$ cat src/rtl/pc_fetch_unit.sv
// PC register and fetch sequencer: REQ -> WAIT -> output register; rvalid to if_valid in 1 cycle.
// Stall parks a word in a one-entry skid (HOLD). MISALIGN_TRAP_EN redirects misaligned targets to TRAP_VECTOR.
module pc_fetch_unit #(
  parameter logic [31:0] RESET_VECTOR = 32'h0000_0000,
  parameter logic [31:0] TRAP_VECTOR  = 32'h0000_0100
) (
  input  logic        clk,
  input  logic        rst_n,
  output logic [31:0] pc_o,
  input  logic [31:0] pc_plus4,
  input  logic        redirect_valid,
  input  logic [31:0] redirect_target,
  input  logic        stall,
  output logic        imem_req,
  output logic [31:0] imem_addr,
  input  logic        imem_ready,
  input  logic        imem_rvalid,
  input  logic [31:0] imem_rdata,
  output logic        if_valid,
  output logic [31:0] if_instr,
  output logic [31:0] if_pc,
  output logic        misalign_trap
);

  typedef enum logic [1:0] {BOOT, REQ, WAIT, HOLD} state_t;

  localparam logic [31:0] NOP = 32'h0000_0013;

  state_t      state;
  logic        kill;
  logic [31:0] skid_instr;
  logic [31:0] skid_pc;
  logic [31:0] redir_pc;
  logic        redir_mis;

  assign imem_req  = (state == REQ);
  assign imem_addr = pc_o;

`ifdef MISALIGN_TRAP_EN
  always_comb begin
    redir_mis = (redirect_target[1:0] != 2'b00);
    redir_pc  = redir_mis ? TRAP_VECTOR : redirect_target;
  end

  always_ff @(posedge clk or negedge rst_n) begin
    if (!rst_n) misalign_trap <= 1'b0;
    else        misalign_trap <= redirect_valid && redir_mis;
  end
`else
  always_comb begin
    redir_mis = 1'b0;
    redir_pc  = redirect_target & ~32'h0000_0003;
  end

  assign misalign_trap = redir_mis;
`endif

  always_ff @(posedge clk or negedge rst_n) begin
    if (!rst_n) begin
      state      <= BOOT;
      pc_o       <= RESET_VECTOR;
      kill       <= 1'b0;
      skid_instr <= NOP;
      skid_pc    <= 32'h0;
      if_valid   <= 1'b0;
      if_instr   <= NOP;
      if_pc      <= 32'h0;
    end else if (redirect_valid) begin
      pc_o     <= redir_pc;
      if_valid <= 1'b0;
      case (state)
        REQ: begin
          kill  <= imem_ready;
          state <= imem_ready ? WAIT : REQ;
        end
        WAIT: begin
          // A response landing with the redirect is dropped right here; otherwise kill the pending one.
          kill  <= !imem_rvalid;
          state <= imem_rvalid ? REQ : WAIT;
        end
        default: begin
          kill  <= 1'b0;
          state <= REQ;
        end
      endcase
    end else begin
      if (if_valid && !stall) if_valid <= 1'b0;
      case (state)
        BOOT: state <= REQ;
        REQ:  if (imem_ready) state <= WAIT;
        WAIT: begin
          if (imem_rvalid) begin
            if (kill) begin
              kill  <= 1'b0;
              state <= REQ;
            end else if (!if_valid || !stall) begin
              if_valid <= 1'b1;
              if_instr <= imem_rdata;
              if_pc    <= pc_o;
              pc_o     <= pc_plus4;
              state    <= REQ;
            end else begin
              skid_instr <= imem_rdata;
              skid_pc    <= pc_o;
              pc_o       <= pc_plus4;
              state      <= HOLD;
            end
          end
        end
        HOLD: begin
          if (!stall) begin
            if_valid <= 1'b1;
            if_instr <= skid_instr;
            if_pc    <= skid_pc;
            state    <= REQ;
          end
        end
        default: state <= BOOT;
      endcase
    end
  end

endmodule
$ cat config.mk
export PLATFORM = sky130hd
export DESIGN_NAME = pc_fetch_unit
export DESIGN_NICKNAME = d
export VERILOG_FILES = /design/src/rtl/pc_fetch_unit.sv
export SDC_FILE = /design/constraint.sdc
export NUM_CORES = 1
export LEC_CHECK = 0
export CORE_UTILIZATION = 48
export DETAILED_ROUTE_END_ITERATION = 16
export PLACE_DENSITY = 0.81
export REMOVE_ABC_BUFFERS = 1
export SLEW_MARGIN = 30
export SYNTH_ARGS = -nofsm -noshare
export SYNTH_HDL_FRONTEND = slang
export SYNTH_SLANG_ARGS = --single-unit
$ cat constraint.sdc
create_clock -name clk -period 2.5 [get_ports clk]
set_input_delay 0.625 -clock clk [delete_from_list [all_inputs] [get_ports clk]]
set_output_delay 0.625 -clock clk [all_outputs]
set_load 0.02 [all_outputs]
* Word level (Yosys, flattened, before mapping)
Cells that the tools add are included.
** Storage, ports and cells
- Flip-flop bits (word level) :: 164
- Input bits :: 102
- Output and inout port bits :: 131
** Operators by class
- Eq/ne operators :: 11
- Muxes and demuxes :: 35
- Bitwise logic cells :: 3
- Reductions and logical operators :: 14
** Operator list (count)
- 32-bit two-way mux :: 12
- 32-bit one-hot mux with 2 select lines :: 2
- 2-bit two-way mux :: 8
- 2-bit inequality test (second input constant) :: 5
- 1-bit two-way mux :: 9
- 2-bit one-hot mux with 4 select lines :: 1
- 3-bit inequality test (second input constant) :: 2
- 3-bit AND reduction :: 2
- 6-bit AND reduction :: 1
- 2-bit nonzero test :: 3
- 5-bit AND reduction :: 1
- 2-bit == test (second input constant) :: 2
- 1-bit one-hot mux with 2 select lines :: 2
- 2-bit one-hot mux with 2 select lines :: 1
- 1-bit logical NOT :: 3
- 3-bit by 2-bit inequality test with 1-bit output (second input constant) :: 1
- 1-bit inverter :: 3
- 2-bit by 1-bit == test with 1-bit output (second input constant) :: 1
- 2-bit logical NOT :: 1
- 2-bit AND reduction :: 1
- 1-bit logical AND :: 1
- 1-bit logical OR :: 1

* Depth between registers and ports, before layout
- Depth after elaboration :: 8
- Depth in mapped cells :: 7

* Worst setup path before layout
No wires, ideal clock.
- Path kind :: flip-flop to flip-flop
- Start point :: register state[0]
- End point :: register if_instr[10]
- Data arrival time :: 1661 ps
- Path slack :: 714 ps
- Stages on the path, launching flop included :: 8
- Period minus slack after synthesis :: 1786 ps
- Cells stage by stage :: dfrtp_1 ha_1 nand2_1 o21ai_1 a211o_1 buf_4 buf_6 mux2_4
** Between the ends
- Cells in the longest elaborated chain, start to end :: 3
- Elaborated cells on any way between the ends :: 9
- Classes of those cells :: eq/ne: 6; mux: 1; reduce/logical: 2
** RTL lines
- start, declared :: RTL line 29 : state_t state;
- start signal, assigned :: RTL line 74 : state <= imem_ready ? WAIT : REQ;
- start signal, assigned :: RTL line 79 : state <= imem_rvalid ? REQ : WAIT;
- 2-bit == test :: RTL line 88 : case (state)
- 2-bit inequality test (no line) or 2-bit nonzero test (tied branches)
- 6-bit AND reduction (no line)
- end signal, assigned :: RTL line 98 : if_instr <= imem_rdata;
- end signal, assigned :: RTL line 113 : if_instr <= skid_instr;
- end, declared :: RTL line 20 : output logic [31:0] if_instr,
Several ways; a longest one is shown, not always the timed one.
A chain may end at the register's enable or synchronous reset.

* Final worst setup path
- Start point :: register state[1]
- End point :: output imem_req
** Between the ends
- Cells in the longest elaborated chain, start to end :: 1
** RTL lines
- 2-bit by 1-bit == test with 1-bit output :: RTL line 36 : assign imem_req = (state == REQ);
- end, declared :: RTL line 14 : output logic imem_req,
Every way passes these cells.

==> results_dict.tcl <==
set metrics [dict create \
    htree_levels 4 \
    route.detailed.drc 0 \
    synth.distinct_cells 28 \
    routed_via_density 5.171 \
    p_switching_mw 3.555 \
    dpl.cell_count 945 \
    p_int_mw 7.340 \
    power_density_nw_per_um2 1022 \
    ys_seq_elements 164 \
    num-nets-final 853 \
    core_um2 15830 \
    cp_data_required_time_ns 1.88 \
    clock-root-buffer "clkbuf_16" \
    hold_path.class "in -> async" \
    yosys_most_used_dff "dfrtp_1" \
    cap_violations 0 \
    areaGrowthSynthToFinish_pct 37.56 \
    grt_usage_pct 21.81 \
    clkTransAtPathRegs_ns 0.07 \
    finalSetupTns_ns 0 \
    worst_ep_arrival_time_ns 1.82 \
    cp-start-kind "register" \
    stdcell_area_um2 10660 \
    setup_viol 0 \
    hpwl_um 11860 \
    drtIter0Drc 172 \
    chipWidth_um 129.1 \
    fin_crit_sh_pct 97.85 \
    p_sw_share_pct 32.63 \
    criticalPathCategory "reg -> out" \
    grt_first_pass_wirelength_um 27810 \
    status "finished, final reports clean" \
    final_common_cell "clkdlybuf4s50_1" \
    netlist_area_um2 7749 \
    routed_wirelength_um 17190 \
    p_leak_nw 5.086 \
    finClkSkew_ns 0.009731 \
    crit_path_max_fanout 4 \
    pwr-share-clk_pct 23.0 \
    hold_violations 0 \
    critPathCaptureType "output port" \
    io_pins 233 \
    slew_violations 0 \
    cts_tree "done" \
    p_total_mw 10.89 \
    rsz0062_at_grt "no" \
    ys_seq_area_share_pct 53.06 \
    io_buffers 229 \
    ctsResizeCount 0 \
    postSynthCellCount 549 \
    detail_route.wl_per_cell_um 17.60 \
    clock_sinks 164 \
    synth_edf_count 0 \
    final_cells 977 \
    diodes 0 \
    fill_cells 1092 \
    gr-total-overflow 0 \
    clk_path_buf_depth 2 \
    grt_pass1_vias 5442 \
    pre_cts_slack_ns 0.06570 \
    die_area_um2 16660 \
    drive_gt1_share_pct 31.41 \
    timing.fmax_mhz 408.8 \
    place.gp.congestion 0.8348 \
    cts-buffers-inserted 17 \
    vias 5052 \
    pwr-share-comb_pct 42.0 \
    placed_area_um2 10090 \
    fin_util_pct 67.34 \
    min_period_ns 2.446 \
    p_seq_share_pct 35.1 \
    syn_avg_cell_area_um2 14.11 \
    ys_warn_count 0 \
    peakVddDrop_mv 0.6243 \
    final_cell_mix "clkdlybuf4s50_1 (227), dfrtp_1 (158), mux2_2 (120)" \
    ys_async_sr_fraction_pct 100.0 \
    grt_max_degree 63 \
    core.rowCount 46 \
    fp.dieH_um 129.1 \
    grt_antenna_before_repair 0 \
    setup_slack_ns 0.05387 \
    worstMarginPinSlew_ns 0.5833 \
    start_util_pct 48.96 \
    holdWs_ns 0.1443 \
    antenna_left 0 \
    hold_buffers 0 \
    max_slew_margin_pct 61.11 \
    firstDrtPassIters 4 \
    insertion_delay_ns 0.42 \
    post-cts-setup-buffers 0 \
]
worst max-delay path, stage by stage (launching register included):
cell and delay [ns]:
dfrtp_1 0.42, inv_1 0.10, ha_1 0.24, clkdlybuf4s50_1 0.65
metal layers:
metal	global-route usage (%)	vias to the layer above	wire [µm]
li1	-	2300	-
met1	25.23	2548	6883
met5	0	-	0
met2	39.27	180	8917
met4	7.889	0	308
met3	5.326	24	1084
power by group through the flow:
stage / Combinational [mW] / Sequential [mW] / Clock, mW
2_1_floorplan: 2.03 / 4.50 / 0
3_3_place_gp: 4.48 / 3.80 / 0
3_5_place_dp: 4.60 / 3.85 / 0
4_1_cts: 4.63 / 3.82 / 2.56
5_1_grt: 4.84 / 3.91 / 2.65
6_report: 4.57 / 3.82 / 2.50
cells in the mapped netlist (all sizes together), types with 2 or more instances:
cell type | count | area share [%]
buf | 55 | 5.3
nand3 | 4 | 0.26
mux2i | 32 | 4.1
a32oi | 2 | 0.23
clkbuf | 8 | 0.39
a31oi | 2 | 0.16
nand2 | 37 | 1.8
ha | 3 | 0.48
inv | 5 | 0.24
o21ai | 32 | 2.1
mux2 | 192 | 31
dfrtp | 158 | 51
nand2b | 3 | 0.24
nor2 | 4 | 0.23
dfstp | 6 | 2.0
path summary, 6_finish.rpt:
check                          startpoint  slack, ns  depth (start not counted)      endpoint
setup / recovery                 state[1]       0.05                          3      imem_req
hold / removal                      rst_n       0.14                          1  if_instr[18]
setup reg to reg                 state[0]       0.50                          6  if_instr[16]
hold reg to reg               skid_pc[14]       0.49                          1   skid_pc[14]
max in group asynchronous           rst_n       1.69                          2  if_instr[20]
min in group clk           redirect_valid       0.47                          2      if_valid
state kept, by name (all words and copies together) (netlist names):
register    count
if_instr       32
skid_instr     32
imem_addr      32
state           2
if_valid        1
if_pc          32
skid_pc        32
kill            1
cell families after synthesis:
kind of cell	Yosys count	synth area share, %
multiplexers	224	34.94
flip-flops	164	53.06
buffers and inverters	68	5.958
AND/OR/NAND/NOR	50	2.745
AO/OA/AOI/OAI	39	2.761
adder cells (fa/ha/maj)	3	0.4845
other	1	0.04840
cell type report:
cell class / count / area [µm²] / share of cell area, %
inverter: 5 / 18.77 / 0.1761
sequential: 164 / 4111 / 38.57
clock inverter: 15 / 145.1 / 1.362
tap: 216 / 270.3 / 2.536
timing repair buffer: 243 / 2481 / 23.28
clock buffer: 17 / 425.4 / 3.991
multi-input combinational: 317 / 3207 / 30.09
Power figures use the tool's default switching activity.
